### src/rtl/hazard_ctrl_pkg.sv
// hazard_ctrl_pkg: FSM state and forwarding-select encodings shared by the hazard controller.
`default_nettype none

package hazard_ctrl_pkg;

   typedef enum logic [1:0] {
      RUN      = 2'b00,
      LOAD_USE = 2'b01,
      FLUSH    = 2'b10,
      MEM_WAIT = 2'b11
   } state_t;

   localparam int          STATE_W = 2;
   localparam logic [1:0]  FWD_RF  = 2'b00;
   localparam logic [1:0]  FWD_EX  = 2'b01;
   localparam logic [1:0]  FWD_WB  = 2'b10;

endpackage

`default_nettype wire

### src/rtl/hazard_ctrl_if.sv
// hazard_ctrl_if: pipeline <-> hazard controller signal bundle (master = pipeline, slave = controller).
`default_nettype none

interface hazard_ctrl_if #(
   parameter int REG_AW = 5
);
   logic [REG_AW-1:0] id_rs1_addr;
   logic [REG_AW-1:0] id_rs2_addr;
   logic              id_rs1_used;
   logic              id_rs2_used;
   logic [REG_AW-1:0] ex_rd_addr;
   logic              ex_reg_we;
   logic              ex_is_load;
   logic [REG_AW-1:0] wb_rd_addr;
   logic              wb_reg_we;
   logic              wb_is_load;
   logic              ex_redirect;
   logic              dmem_ready;

   logic              stall_if;
   logic              stall_id;
   logic              flush_id;
   logic              bubble_ex;
   logic              ex_wb_en;
   logic [1:0]        fwd_a_sel;
   logic [1:0]        fwd_b_sel;
   logic [1:0]        state_o;

   modport master (
      output id_rs1_addr, id_rs2_addr, id_rs1_used, id_rs2_used,
      output ex_rd_addr, ex_reg_we, ex_is_load,
      output wb_rd_addr, wb_reg_we, wb_is_load,
      output ex_redirect, dmem_ready,
      input  stall_if, stall_id, flush_id, bubble_ex, ex_wb_en,
      input  fwd_a_sel, fwd_b_sel, state_o
   );

   modport slave (
      input  id_rs1_addr, id_rs2_addr, id_rs1_used, id_rs2_used,
      input  ex_rd_addr, ex_reg_we, ex_is_load,
      input  wb_rd_addr, wb_reg_we, wb_is_load,
      input  ex_redirect, dmem_ready,
      output stall_if, stall_id, flush_id, bubble_ex, ex_wb_en,
      output fwd_a_sel, fwd_b_sel, state_o
   );
endinterface

`default_nettype wire

### src/rtl/hazard_ctrl_fwd_unit.sv
// fwd_unit: operand bypass select for one source register; EX result beats WB, x0 never bypassed.
`default_nettype none

module fwd_unit
   import hazard_ctrl_pkg::*;
#(
   parameter int REG_AW = 5
) (
   input  logic [REG_AW-1:0] rs_addr,
   input  logic [REG_AW-1:0] ex_rd_addr,
   input  logic              ex_reg_we,
   input  logic              ex_is_load,
   input  logic [REG_AW-1:0] wb_rd_addr,
   input  logic              wb_reg_we,
   output logic [1:0]        sel
);
   logic ex_hit;
   logic wb_hit;

   // A load in EX has no result yet; that case is covered by the load-use stall.
   assign ex_hit = ex_reg_we & ~ex_is_load & (ex_rd_addr != '0) & (ex_rd_addr == rs_addr);
   assign wb_hit = wb_reg_we & (wb_rd_addr != '0) & (wb_rd_addr == rs_addr);

   always_comb begin
      sel = FWD_RF;
      if (ex_hit)      sel = FWD_EX;
      else if (wb_hit) sel = FWD_WB;
   end
endmodule

`default_nettype wire

### src/rtl/hazard_ctrl_register_r.sv
// register_r: generic D register with synchronous active-high reset to RESET_VAL.
`default_nettype none

module register_r #(
   parameter int               WIDTH     = 1,
   parameter logic [WIDTH-1:0] RESET_VAL = '0
) (
   input  logic             clk,
   input  logic             rst,
   input  logic [WIDTH-1:0] d,
   output logic [WIDTH-1:0] q
);
   always_ff @(posedge clk) begin
      if (rst) q <= RESET_VAL;
      else     q <= d;
   end
endmodule

`default_nettype wire

### src/rtl/hazard_ctrl.sv
// hazard_ctrl: pipeline stall/flush/bubble FSM plus operand forwarding selects.
// Optional HAZARD_PERF_EN adds 32-bit stall and flush cycle counters.
`default_nettype none

module hazard_ctrl
   import hazard_ctrl_pkg::*;
#(
   parameter int REG_AW = 5
) (
   input  logic         clk,
   input  logic         rst,
   hazard_ctrl_if.slave bus
`ifdef HAZARD_PERF_EN
   ,
   output logic [31:0]  perf_stall_cnt,
   output logic [31:0]  perf_flush_cnt
`endif
);
   logic [STATE_W-1:0] state_q;
   logic [STATE_W-1:0] state_d;
   state_t             state;
   state_t             next_state;

   logic mem_hold;
   logic load_use;
   logic stall;
   logic flush;
   logic bubble;
   logic wb_en;
   logic [1:0] fwd_a_raw;
   logic [1:0] fwd_b_raw;

   assign mem_hold = bus.wb_is_load & ~bus.dmem_ready;
   assign load_use = bus.ex_is_load & bus.ex_reg_we & (bus.ex_rd_addr != '0) &
                     ((bus.id_rs1_used & (bus.id_rs1_addr == bus.ex_rd_addr)) |
                      (bus.id_rs2_used & (bus.id_rs2_addr == bus.ex_rd_addr)));

   register_r #(
      .WIDTH     (STATE_W),
      .RESET_VAL (RUN)
   ) u_state_reg (
      .clk (clk),
      .rst (rst),
      .d   (state_d),
      .q   (state_q)
   );

   assign state   = state_t'(state_q);
   assign state_d = next_state;

   always_comb begin
      next_state = state;
      stall      = 1'b0;
      flush      = 1'b0;
      bubble     = 1'b0;
      wb_en      = 1'b1;
      if (mem_hold) begin
         // Freeze the whole front of the pipe, including EX/WB, until load data arrives.
         stall      = 1'b1;
         wb_en      = 1'b0;
         next_state = MEM_WAIT;
      end else begin
         unique case (state)
            RUN: begin
               if (bus.ex_redirect) begin
                  flush      = 1'b1;
                  bubble     = 1'b1;
                  next_state = FLUSH;
               end else if (load_use) begin
                  stall      = 1'b1;
                  bubble     = 1'b1;
                  next_state = LOAD_USE;
               end
            end
            LOAD_USE, FLUSH, MEM_WAIT: next_state = RUN;
            default:                   next_state = RUN;
         endcase
      end
   end

   fwd_unit #(.REG_AW(REG_AW)) u_fwd_a (
      .rs_addr    (bus.id_rs1_addr),
      .ex_rd_addr (bus.ex_rd_addr),
      .ex_reg_we  (bus.ex_reg_we),
      .ex_is_load (bus.ex_is_load),
      .wb_rd_addr (bus.wb_rd_addr),
      .wb_reg_we  (bus.wb_reg_we),
      .sel        (fwd_a_raw)
   );

   fwd_unit #(.REG_AW(REG_AW)) u_fwd_b (
      .rs_addr    (bus.id_rs2_addr),
      .ex_rd_addr (bus.ex_rd_addr),
      .ex_reg_we  (bus.ex_reg_we),
      .ex_is_load (bus.ex_is_load),
      .wb_rd_addr (bus.wb_rd_addr),
      .wb_reg_we  (bus.wb_reg_we),
      .sel        (fwd_b_raw)
   );

   // While in reset the pipe is drained with NOPs: flush IF/ID, bubble EX, keep EX/WB loading.
   assign bus.stall_if  = ~rst & stall;
   assign bus.stall_id  = ~rst & stall;
   assign bus.flush_id  =  rst | flush;
   assign bus.bubble_ex =  rst | bubble;
   assign bus.ex_wb_en  =  rst | wb_en;
   assign bus.fwd_a_sel = rst ? FWD_RF : fwd_a_raw;
   assign bus.fwd_b_sel = rst ? FWD_RF : fwd_b_raw;
   assign bus.state_o   = rst ? RUN : state_q;

`ifdef HAZARD_PERF_EN
   always_ff @(posedge clk) begin
      if (rst) begin
         perf_stall_cnt <= '0;
         perf_flush_cnt <= '0;
      end else begin
         if (bus.stall_if) perf_stall_cnt <= perf_stall_cnt + 32'd1;
         if (bus.flush_id) perf_flush_cnt <= perf_flush_cnt + 32'd1;
      end
   end
`endif

endmodule

`default_nettype wire

### src/flat_wrapper.sv
// flat-port wrapper written by rule: the top's interface ports become plain ports
module hazard_ctrl_flat import hazard_ctrl_pkg::*;
#(
   parameter int REG_AW = 5
)
  (clk, rst, bus_id_rs1_addr, bus_id_rs2_addr, bus_id_rs1_used, bus_id_rs2_used, bus_ex_rd_addr, bus_ex_reg_we, bus_ex_is_load, bus_wb_rd_addr, bus_wb_reg_we, bus_wb_is_load, bus_ex_redirect, bus_dmem_ready, bus_stall_if, bus_stall_id, bus_flush_id, bus_bubble_ex, bus_ex_wb_en, bus_fwd_a_sel, bus_fwd_b_sel, bus_state_o);
  hazard_ctrl_if #(.REG_AW(REG_AW)) bus_i ();
  input  logic clk;
  input  logic rst;
  input wire logic [$bits(bus_i.id_rs1_addr)-1:0] bus_id_rs1_addr;
  input wire logic [$bits(bus_i.id_rs2_addr)-1:0] bus_id_rs2_addr;
  input wire logic [$bits(bus_i.id_rs1_used)-1:0] bus_id_rs1_used;
  input wire logic [$bits(bus_i.id_rs2_used)-1:0] bus_id_rs2_used;
  input wire logic [$bits(bus_i.ex_rd_addr)-1:0] bus_ex_rd_addr;
  input wire logic [$bits(bus_i.ex_reg_we)-1:0] bus_ex_reg_we;
  input wire logic [$bits(bus_i.ex_is_load)-1:0] bus_ex_is_load;
  input wire logic [$bits(bus_i.wb_rd_addr)-1:0] bus_wb_rd_addr;
  input wire logic [$bits(bus_i.wb_reg_we)-1:0] bus_wb_reg_we;
  input wire logic [$bits(bus_i.wb_is_load)-1:0] bus_wb_is_load;
  input wire logic [$bits(bus_i.ex_redirect)-1:0] bus_ex_redirect;
  input wire logic [$bits(bus_i.dmem_ready)-1:0] bus_dmem_ready;
  output wire logic [$bits(bus_i.stall_if)-1:0] bus_stall_if;
  output wire logic [$bits(bus_i.stall_id)-1:0] bus_stall_id;
  output wire logic [$bits(bus_i.flush_id)-1:0] bus_flush_id;
  output wire logic [$bits(bus_i.bubble_ex)-1:0] bus_bubble_ex;
  output wire logic [$bits(bus_i.ex_wb_en)-1:0] bus_ex_wb_en;
  output wire logic [$bits(bus_i.fwd_a_sel)-1:0] bus_fwd_a_sel;
  output wire logic [$bits(bus_i.fwd_b_sel)-1:0] bus_fwd_b_sel;
  output wire logic [$bits(bus_i.state_o)-1:0] bus_state_o;
  assign bus_i.id_rs1_addr = bus_id_rs1_addr;
  assign bus_i.id_rs2_addr = bus_id_rs2_addr;
  assign bus_i.id_rs1_used = bus_id_rs1_used;
  assign bus_i.id_rs2_used = bus_id_rs2_used;
  assign bus_i.ex_rd_addr = bus_ex_rd_addr;
  assign bus_i.ex_reg_we = bus_ex_reg_we;
  assign bus_i.ex_is_load = bus_ex_is_load;
  assign bus_i.wb_rd_addr = bus_wb_rd_addr;
  assign bus_i.wb_reg_we = bus_wb_reg_we;
  assign bus_i.wb_is_load = bus_wb_is_load;
  assign bus_i.ex_redirect = bus_ex_redirect;
  assign bus_i.dmem_ready = bus_dmem_ready;
  assign bus_stall_if = bus_i.stall_if;
  assign bus_stall_id = bus_i.stall_id;
  assign bus_flush_id = bus_i.flush_id;
  assign bus_bubble_ex = bus_i.bubble_ex;
  assign bus_ex_wb_en = bus_i.ex_wb_en;
  assign bus_fwd_a_sel = bus_i.fwd_a_sel;
  assign bus_fwd_b_sel = bus_i.fwd_b_sel;
  assign bus_state_o = bus_i.state_o;
  hazard_ctrl #(.REG_AW(REG_AW)) u_core (.clk(clk), .rst(rst), .bus(bus_i));
endmodule
### config.mk
export PLATFORM = sky130hd
export DESIGN_NAME = hazard_ctrl_flat
export DESIGN_NICKNAME = d
export VERILOG_FILES = /design/src/rtl/hazard_ctrl_pkg.sv /design/src/rtl/hazard_ctrl_if.sv /design/src/rtl/hazard_ctrl_fwd_unit.sv /design/src/rtl/hazard_ctrl_register_r.sv /design/src/rtl/hazard_ctrl.sv /design/src/flat_wrapper.sv
export SDC_FILE = /design/constraint.sdc
export NUM_CORES = 1
export LEC_CHECK = 0
export ABC_AREA = 1
export CELL_PAD_IN_SITES_DETAIL_PLACEMENT = 0
export CELL_PAD_IN_SITES_GLOBAL_PLACEMENT = 1
export CORE_ASPECT_RATIO = 1.4
export CORE_MARGIN = 2
export CORE_UTILIZATION = 20
export CTS_BUF_LIST = sky130_fd_sc_hd__clkbuf_4 sky130_fd_sc_hd__clkbuf_8
export DETAILED_ROUTE_END_ITERATION = 6
export PLACE_DENSITY_LB_ADDON = 0.1
export SETUP_SLACK_MARGIN = 0.4
export SLEW_MARGIN = 25
export SYNTH_ARGS = -nofsm -noshare
export SYNTH_HDL_FRONTEND = slang
export SYNTH_SLANG_ARGS = --single-unit
### constraint.sdc
create_clock -name clk -period 1.73 [get_ports clk]
set_clock_uncertainty 0.2 [all_clocks]
set_input_delay 0.4325 -clock clk [delete_from_list [all_inputs] [get_ports clk]]
set_output_delay 0.4325 -clock clk [all_outputs]
set_load 0.01 [all_outputs]
==> results.py, run 1 <==
metrics = {
    "outcome": {
        "outcome": "finished, violations left",
        "violations": "negative setup slack",
    },
    "timing": {
        "timing.final.crit_share": 1.13,
        "layout_setup_ws_ns": -0.220,
        "final_period_minus_worst_setup_slack_ns": 1.95,
        "rsz0062_at_grt": "true",
        "fin_tns_setup_ns": -1.37,
        "finalSetupViolations": 7,
        "slew_viol_final": 0,
        "finalHoldViolations": 0,
        "slew_headroom": 0.843,
        "tightest_slew_ns": 0.235,
        "max_freq_mhz": 513,
    },
    "placement": {
        "worst_slack_at_placement_ns": -1.18,
        "gpl.final_weighted_congestion": 0.788,
        "total_cell_area_at_the_placement_stage_um2": 1090,
        "number_of_cells_in_the_design_after_placement": 191,
        "port_buffers": 40,
        "dp_hpwl_um": 1640,
    },
    "detailed_routing": {
        "final_antenna_net_count": 0,
        "detail_route.vias_per_cell": 4.12,
        "remaining_drc_errors": 0,
        "postRouteWirelength_um": 2050,
        "detailroute.via_count": 828,
        "dr.pass1.iters": 4,
        "drt_iter0_drc": 10,
        "detail_route.wl_per_cell_um": 10.2,
    },
    "worst_hold_path": {
        "min_path_cells": 3,
        "holdCritPathClass": "flip-flop to flip-flop",
    },
    "setup_path": {
        "timing.critical_path.fanout_max": 3,
        "critPathArrivalTime_ns": 1.32,
        "reg2reg_depth": 8,
        "path_class": "input port to output pin",
        "worst_setup_path_start_kind": "input port",
        "endpoint_kind": "output pin",
        "crit_required_ns": 1.10,
    },
    "cts": {
        "cts-buffers-inserted": 3,
        "cts_hold_buf": 0,
        "tritoncts_clock_tree": "yes",
        "worst_setup_hold_path_clk_slew_ns": 0.03,
        "ctsHtreeMaxLevel": 1,
        "cts-root-to-sink-buffers": 2,
        "clock-root-buffer": "sky130_fd_sc_hd__clkbuf_4",
        "cts.sink_count": 2,
        "clk_latency_ns": 0.22,
    },
    "final_layout": {
        "layout_top_registers": "u_core.u_state_reg.q: 2 flops",
        "antenna_cells": 0,
        "nNetsFinal": 197,
        "largest_register_by_flop_count": "u_core.u_state_reg.q",
        "instances_no_fill": 201,
        "syn_to_final_growth_pct": 145,
        "largest_register_ffs": 2,
        "drive_above_1_share": 0.655,
        "postLayoutCellArea_um2": 1300,
    },
    "synth": {
        "ys_types": 19,
        "synthesis.instances": 108,
        "mean_area_per_synthesized_cell_um2": 4.92,
        "yosys_warnings": 0,
        "synth-seq-cells": 2,
        "synth_nets": 138,
        "synth.cell_area_um2": 532,
        "synth-seq-area-share": 0.0753,
    },
    "global_routing": {
        "vias_in_the_first_global_route": 811,
        "grtUsageTotal": 0.150,
        "grt_start_max_net_pins": 7,
        "grt_first_pass_wirelength_um": 3430,
        "antenna_found_initial": 0,
        "grt-ovfl-total": 0,
    },
    "floorplan": {
        "fp-row-count": 22,
        "die-area_um2": 3090,
        "design.core.area_um2": 2590,
        "boundaryPins": 41,
        "die_w_um": 47.6,
        "floorplan.die.height_um": 65.0,
        "start_util": 0.206,
    },
    "run": {
        "cap_violations": 0,
    },
    "pwr": {
        "power_density_nw_per_um2": 329,
        "total_power_uw": 429,
        "ir_drop_mv": 0.162,
        "static_power_due_to_leakage_uw": 0.000670,
    },
}
## power by group
part	internal [uW]	switching, uW
clock	76.4	26.1
sequential	50.3	2.95
combinational	138	135
total	265	164
## Yosys cell counts (all sizes together)
| library cell | count | area, um2 |
|---|---|---|
| a211oi | 1 | 7.51 |
| a21oi | 1 | 5.00 |
| buf | 1 | 7.51 |
| dfxtp | 2 | 40.0 |
| inv | 22 | 82.6 |
| nand2 | 35 | 131 |
| nand3 | 9 | 50.1 |
| nand3b | 1 | 7.51 |
| nand4 | 3 | 18.8 |
| nor2 | 14 | 60.1 |
| nor3 | 5 | 25.0 |
| o2111ai | 1 | 8.76 |
| o21ai | 7 | 35.0 |
| xnor2 | 2 | 17.5 |
| xor2 | 4 | 35.0 |
## cells by family (layout without fill, tap and decap cells)
family,count (synthesis),after routing,share of synthesized area
xor gates and xnor gates,6,6,0.0988
and+or+nand+nor,67,67,0.551
DFF,2,2,0.0753
AOI/OAI and AO/OA,10,10,0.106
buffers and inverters,23,80,0.169
## per-layer routing
layer	up-vias	share of wire	track usage
met3	2	0.052	0.00836
met5	-	0	0
met2	28	0.53	0.247
met4	0	0.0049	0.0507
li1	451	-	-
met1	347	0.42	0.199
## cell type report
class,instances,area [um2]
clock buffer,3,22.5
timing repair buffer,55,495
fill,300,1280
tap,36,45.0
sequential,2,42.5
inverter,22,105
multi-input combinational,83,592
## worst paths after layout
| path | slack [ns] | from | to |
|---|---|---|---|
| hold reg to reg | 0.36 | u_core.u_state_reg.q[1]$_SDFFE_PP0P_ | u_core.u_state_reg.q[1]$_SDFFE_PP0P_ |
| setup / recovery | -0.22 | bus_id_rs2_addr[1] | bus_stall_id |
| hold / removal | 0.36 | u_core.u_state_reg.q[1]$_SDFFE_PP0P_ | u_core.u_state_reg.q[1]$_SDFFE_PP0P_ |
| setup reg to reg | 0.29 | u_core.u_state_reg.q[0]$_SDFFE_PP0P_ | u_core.u_state_reg.q[0]$_SDFFE_PP0P_ |
## through the flow
| step | util | hold WS, ns |
|---|---|---|
| 2_1_floorplan | - | 0.342 |
| 5_1_grt | 0.503 | 0.411 |
| 3_3_place_gp | 0.420 | 0.385 |
| 3_5_place_dp | 0.420 | 0.398 |
| 6_report | 0.503 | 0.362 |
| 4_1_cts | 0.456 | 0.359 |
## repair_timing
item,in CTS,in global routing
gates resized for setup,201,31
setup buffers,3,4
pin swaps,35,20
setup endpoints to repair,13,12
## cell usage in the layout (no fill, tap or decap), types with 2 or more instances in the layout
master / Yosys / final
sky130_fd_sc_hd__nand2_1: 35 / 21
sky130_fd_sc_hd__xor2_1: 4 / 4
sky130_fd_sc_hd__clkbuf_4: 0 / 3
sky130_fd_sc_hd__nor2_4: 0 / 5
sky130_fd_sc_hd__nor3_4: 0 / 3
sky130_fd_sc_hd__buf_4: 1 / 10
sky130_fd_sc_hd__dfxtp_2: 0 / 2
sky130_fd_sc_hd__dlygate4sd2_1: 0 / 3
sky130_fd_sc_hd__nor2_2: 3 / 5
sky130_fd_sc_hd__buf_6: 0 / 16
sky130_fd_sc_hd__nand4_1: 3 / 3
sky130_fd_sc_hd__clkdlybuf4s15_1: 0 / 2
sky130_fd_sc_hd__nand3_2: 1 / 6
sky130_fd_sc_hd__inv_1: 17 / 9
sky130_fd_sc_hd__buf_8: 0 / 6
sky130_fd_sc_hd__o21ai_2: 0 / 2
sky130_fd_sc_hd__inv_2: 5 / 10
sky130_fd_sc_hd__nand3_1: 8 / 3
sky130_fd_sc_hd__nand2_2: 0 / 12
sky130_fd_sc_hd__o21ai_1: 1 / 3
sky130_fd_sc_hd__nand2_4: 0 / 2
sky130_fd_sc_hd__o21ai_0: 6 / 2
sky130_fd_sc_hd__xnor2_2: 0 / 2
sky130_fd_sc_hd__buf_2: 0 / 16
sky130_fd_sc_hd__nor3_2: 0 / 2
sky130_fd_sc_hd__inv_6: 0 / 2
sky130_fd_sc_hd__nor2_1: 11 / 4
## worst max-delay path, stage by stage
cell and delay [ns]:
sky130_fd_sc_hd__buf_8 0.10, sky130_fd_sc_hd__inv_12 0.03, sky130_fd_sc_hd__nand2_2 0.04, sky130_fd_sc_hd__nand2_1 0.08, sky130_fd_sc_hd__nor2_4 0.13, sky130_fd_sc_hd__nand4_1 0.09, sky130_fd_sc_hd__nand2_1 0.11, sky130_fd_sc_hd__nand3_2 0.10
sky130_fd_sc_hd__nand2_2 0.10, sky130_fd_sc_hd__buf_6 0.10
(Power assumes the default switching activity.)
==> run 2, diff against run 1 <==
Settings changed: PLACE_DENSITY set to 0.81, PLACE_DENSITY_LB_ADDON 0.1 to unset.
==> results.py, run 2 (synthesis gave the netlist of run 1 again) <==
metrics = {
    "pwr": {
        "ir_drop_mv": 0.173,
        "internal_power_uw": 257,
        "static_power_due_to_leakage_uw": 0.000621,
        "seqPwrFrac": 0.130,
        "comb_power_share": 0.619,
        "p_clk_frac": 0.250,
        "total_power_uw": 411,
        "switchingPower_uw": 154,
        "p_sw_frac": 0.375,
        "power_density_nw_per_um2": 341,
    },
    "cts": {
        "tritoncts_clock_tree": "yes",
        "clock-root-buffer": "sky130_fd_sc_hd__clkbuf_4",
        "cts-buffers-inserted": 3,
        "ctsHtreeMaxLevel": 1,
        "cts-root-to-sink-buffers": 2,
        "cts_hold_buf": 0,
        "cts.sink_count": 2,
        "worst_setup_hold_path_clk_slew_ns": 0.03,
        "clk_latency_ns": 0.22,
    },
    "global_routing": {
        "grt_first_pass_wirelength_um": 3190,
        "vias_in_the_first_global_route": 819,
        "grt-ovfl-total": 0,
        "antenna_found_initial": 0,
        "grtUsageTotal": 0.139,
        "grt_start_max_net_pins": 7,
    },
    "final_layout": {
        "nNetsFinal": 190,
        "mostFrequentLayoutCell": "sky130_fd_sc_hd__nand2_1",
        "postLayoutCellArea_um2": 1210,
        "largest_register_ffs": 2,
        "syn_to_final_growth_pct": 127,
        "antenna_cells": 0,
        "largest_register_by_flop_count": "u_core.u_state_reg.q",
        "most-common-layout-cells": "sky130_fd_sc_hd__nand2_1, sky130_fd_sc_hd__buf_6, sky130_fd_sc_hd__buf_2",
        "layout_top_registers": "u_core.u_state_reg.q: 2 flops",
        "drive_above_1_share": 0.570,
        "fillCellCount": 273,
        "final_core_utilization": 0.466,
    },
    "setup_path": {
        "timing.reg2reg.setup_slack_ns": 0.65,
        "worst_setup_path_start_kind": "input port",
        "crit_required_ns": 1.10,
        "path_class": "input port to output pin",
        "timing.critical_path.fanout_max": 2,
        "endpoint_kind": "output pin",
        "critPathArrivalTime_ns": 1.33,
    },
    "floorplan": {
        "fp-row-count": 22,
        "start_util": 0.206,
        "boundaryPins": 41,
        "design.core.area_um2": 2590,
        "floorplan.die.height_um": 65.0,
        "die_w_um": 47.6,
        "die-area_um2": 3090,
    },
    "detailed_routing": {
        "dr.pass1.iters": 2,
        "final_antenna_net_count": 0,
        "detail_route.wl_per_cell_um": 10.1,
        "detail_route.vias_per_cell": 4.28,
        "drt_iter0_drc": 8,
        "remaining_drc_errors": 0,
        "postRouteWirelength_um": 1970,
        "detailroute.via_count": 830,
    },
    "outcome": {
        "violations": "negative setup slack",
        "outcome": "finished, violations left",
    },
    "timing": {
        "tightest_slew_ns": 0.196,
        "final_period_minus_worst_setup_slack_ns": 1.96,
        "rsz0062_at_grt": "true",
        "slew_viol_final": 0,
        "timing.final.crit_share": 1.14,
        "finalSetupViolations": 7,
        "layout_setup_ws_ns": -0.234,
        "max_freq_mhz": 509,
        "finalHoldViolations": 0,
        "whs_ns": 0.298,
        "slew_headroom": 0.868,
    },
    "placement": {
        "port_buffers": 40,
        "gpl.final_weighted_congestion": 0.805,
        "worst_slack_at_placement_ns": -1.17,
        "dp_hpwl_um": 1700,
        "total_cell_area_at_the_placement_stage_um2": 1080,
    },
    "run": {
        "cap_violations": 0,
    },
    "worst_hold_path": {
        "holdCritPathClass": "input port to flip-flop",
    },
}
run 2: cell types whose count changed in the layout (fill, tap and decap cells not counted), sizes merged:
| cell | before | now |
|---|---|---|
| clkbuf | 3 | 4 |
| dlygate4sd2 | 3 | 5 |
| buf | 48 | 39 |
| dlymetal6s2s | 1 | 0 |
run 2: worst paths after layout:
path	startpoint	to	cells after the start
setup reg to reg	u_core.u_state_reg.q[0]$_SDFFE_PP0P_	u_core.u_state_reg.q[0]$_SDFFE_PP0P_	5
setup / recovery	bus_id_rs1_addr[4]	bus_fwd_a_sel[1]	6
hold / removal	bus_dmem_ready	u_core.u_state_reg.q[0]$_SDFFE_PP0P_	4
hold reg to reg	u_core.u_state_reg.q[0]$_SDFFE_PP0P_	u_core.u_state_reg.q[1]$_SDFFE_PP0P_	4
run 2: timing repair:
item	in CTS	in global routing
resized for setup	197	12
setup endpoints to repair	13	11
pin swaps	33	25
gates cloned	0	0
buffers inserted	0	1
run 2: through the flow:
step	TNS [ns]	std cells
after floorplan	-0.0375	108
after global placement	-10.45	190
after detailed placement	-10.59	190
after CTS	-1.44	193
after global routing	-1.90	194
final	-1.39	194
run 2: critical path, cell delays in order:
cell                              delay, ns
sky130_fd_sc_hd__clkdlybuf4s15_2       0.21
sky130_fd_sc_hd__xor2_1                0.17
sky130_fd_sc_hd__nor3_2                0.18
sky130_fd_sc_hd__nand3_2               0.10
sky130_fd_sc_hd__nor2_2                0.11
sky130_fd_sc_hd__buf_2                 0.13
run 2: power by group through the flow:
stage	sequential (uW)	combinational [uW]	clock [uW]
floorplan	51.2	91.9	0
global route	53.9	279	109
CTS	51.9	244	103
finish	53.6	254	103
global placement	51.4	222	0
detailed placement	51.5	224	0
run 2: routing by layer:
metal	global-route usage	vias up	part of all wire
met5	0	-	0
met4	0.0405	0	0.0092
li1	-	439	-
met2	0.280	24	0.58
met1	0.135	365	0.35
met3	0.00836	2	0.065
run 2: layout make-up:
class | instances | area (um2) | share of cell area
multi-input cells | 83 | 547 | 0.453
repair buffers | 48 | 447 | 0.370
clock buffers | 3 | 22.5 | 0.0187
inverters | 22 | 103 | 0.0851
flip-flops and latches | 2 | 42.5 | 0.0353
well taps | 36 | 45.0 | 0.0373
==> run 3, diff against run 2 <==
Settings changed: PLACE_DENSITY 0.81 to 0.93.
==> results.py, run 3 (synthesis gave the netlist of run 1 again) <==
metrics = {
    "final_layout": {
        "largest_register_by_flop_count": "u_core.u_state_reg.q",
        "mostFrequentLayoutCell": "sky130_fd_sc_hd__nand2_1",
        "drive_above_1_share": 0.665,
        "nNetsFinal": 205,
        "final_core_utilization": 0.522,
        "largest_register_ffs": 2,
        "instances_no_fill": 209,
        "antenna_cells": 0,
        "most-common-layout-cells": "sky130_fd_sc_hd__nand2_1, sky130_fd_sc_hd__buf_6, sky130_fd_sc_hd__buf_2",
        "syn_to_final_growth_pct": 154,
        "layout_top_registers": "u_core.u_state_reg.q: 2 flops",
    },
    "worst_hold_path": {
        "holdCritPathClass": "input port to flip-flop",
        "timing.hold.worst.start": "bus_ex_redirect",
    },
    "global_routing": {
        "global_route.usage.met3": 0.00279,
        "grt_start_max_net_pins": 7,
        "grt_first_pass_wirelength_um": 3910,
        "grtUsageTotal": 0.176,
        "grt.met2_usage": 0.323,
        "global_route.peak_usage_layer": "met2",
        "met1_usage": 0.188,
        "vias_in_the_first_global_route": 973,
        "antenna_found_initial": 0,
        "grt-ovfl-total": 0,
    },
    "floorplan": {
        "die_w_um": 47.6,
        "floorplan.die.height_um": 65.0,
        "boundaryPins": 41,
        "start_util": 0.206,
        "fp-row-count": 22,
        "die-area_um2": 3090,
        "design.core.area_um2": 2590,
    },
    "timing": {
        "slew_headroom": 0.860,
        "timing.final.crit_share": 1.18,
        "slew_viol_final": 0,
        "rsz0062_at_grt": "true",
        "final_period_minus_worst_setup_slack_ns": 2.04,
        "fin_tns_setup_ns": -2.20,
        "finalHoldViolations": 0,
        "finalSetupViolations": 8,
        "layout_setup_ws_ns": -0.313,
        "tightest_slew_ns": 0.208,
        "max_freq_mhz": 490,
    },
    "placement": {
        "port_buffers": 40,
        "dp_hpwl_um": 1620,
        "number_of_cells_in_the_design_after_placement": 191,
        "gpl.final_weighted_congestion": 0.834,
    },
    "cts": {
        "clk_latency_ns": 0.24,
        "cts.sink_count": 2,
        "cts_hold_buf": 0,
        "worst_setup_hold_path_clk_slew_ns": 0.03,
        "clock-root-buffer": "sky130_fd_sc_hd__clkbuf_4",
        "cts-root-to-sink-buffers": 2,
        "ctsHtreeMaxLevel": 1,
        "cts-buffers-inserted": 3,
        "tritoncts_clock_tree": "yes",
    },
    "detailed_routing": {
        "dr.pass1.iters": 7,
        "remaining_drc_errors": 0,
        "detail_route.vias_per_cell": 4.54,
        "drt_iter0_drc": 23,
        "detailroute.via_count": 948,
        "detail_route.wl_per_cell_um": 12.0,
        "postRouteWirelength_um": 2510,
        "final_antenna_net_count": 0,
    },
    "setup_path": {
        "worst_setup_path_startpoint": "bus_ex_rd_addr[2]",
        "worstReg2RegStart": "u_core.u_state_reg.q[0]$_SDFFE_PP0P_",
        "path_class": "input port to output pin",
        "critPathArrivalTime_ns": 1.41,
        "crit_required_ns": 1.10,
        "worst_setup_path_start_kind": "input port",
        "endpoint_kind": "output pin",
        "timing.critical_path.fanout_max": 4,
    },
    "outcome": {
        "outcome": "finished, violations left",
        "violations": "negative setup slack",
    },
    "pwr": {
        "power_density_nw_per_um2": 333,
        "static_power_due_to_leakage_uw": 0.000692,
        "ir_drop_mv": 0.151,
    },
    "run": {
        "cap_violations": 0,
    },
}
-- run 3: final cells by class --
class                           instances  area [um2]
Clock buffer                            3        22.5
Multi-Input combinational cell         83         598
Sequential cell                         2        41.3
Timing Repair Buffer                   63         541
Tap cell                               36        45.0
Inverter                               22         103
Fill cell                             256        1240
-- run 3: repair_timing --
item | CTS | global route
hold endpoints to repair | 0 | 0
endpoints found under the setup margin | 13 | 12
setup buffers | 15 | 0
resized for setup | 203 | 21
pin swaps | 37 | 20
-- run 3: routing by layer --
| layer | wire [um] | vias to the layer above | share of wire |
|---|---|---|---|
| li1 | - | 471 | - |
| met1 | 871 | 434 | 0.35 |
| met2 | 1420 | 32 | 0.57 |
| met3 | 119 | 11 | 0.048 |
| met4 | 91 | 0 | 0.036 |
| met5 | 0 | - | 0 |
-- run 3: worst paths after layout --
kind | endpoint | slack (ns) | cells past startpoint
min reg2reg | u_core.u_state_reg.q[1]$_SDFFE_PP0P_ | 0.40 | 3
min | u_core.u_state_reg.q[1]$_SDFFE_PP0P_ | 0.32 | 3
max reg2reg | u_core.u_state_reg.q[0]$_SDFFE_PP0P_ | -0.11 | 12
max | bus_stall_id | -0.31 | 9
-- run 3: metrics by stage --
| stage | power, uW | cell area [um2] | worst slack, ns | hold slack (ns) |
|---|---|---|---|---|
| after floorplan | 143 | 589 | -0.0375 | 0.342 |
| after global placement | 271 | 1090 | -1.14 | 0.369 |
| after detailed placement | 274 | 1090 | -1.17 | 0.406 |
| after CTS | 422 | 1290 | -0.250 | 0.388 |
| after global routing | 474 | 1350 | -0.362 | 0.337 |
| final | 450 | 1350 | -0.313 | 0.320 |
-- run 3: worst max-delay path: stages --
cell                      delay (ns)
sky130_fd_sc_hd__buf_8          0.11
sky130_fd_sc_hd__nor3_4         0.21
sky130_fd_sc_hd__nand3_2        0.12
sky130_fd_sc_hd__buf_4          0.15
sky130_fd_sc_hd__nand3_2        0.06
sky130_fd_sc_hd__inv_2          0.05
sky130_fd_sc_hd__nand3_2        0.09
sky130_fd_sc_hd__nand2_2        0.07
sky130_fd_sc_hd__buf_6          0.12
-- run 3: report_power, final --
part / total (uW) / internal [uW] / leakage [uW] / switching (uW)
clock network: 114 / 77.3 / 0.0000138 / 36.7
registers: 53.0 / 49.8 / 0.0000170 / 3.23
logic: 283 / 140 / 0.000661 / 143
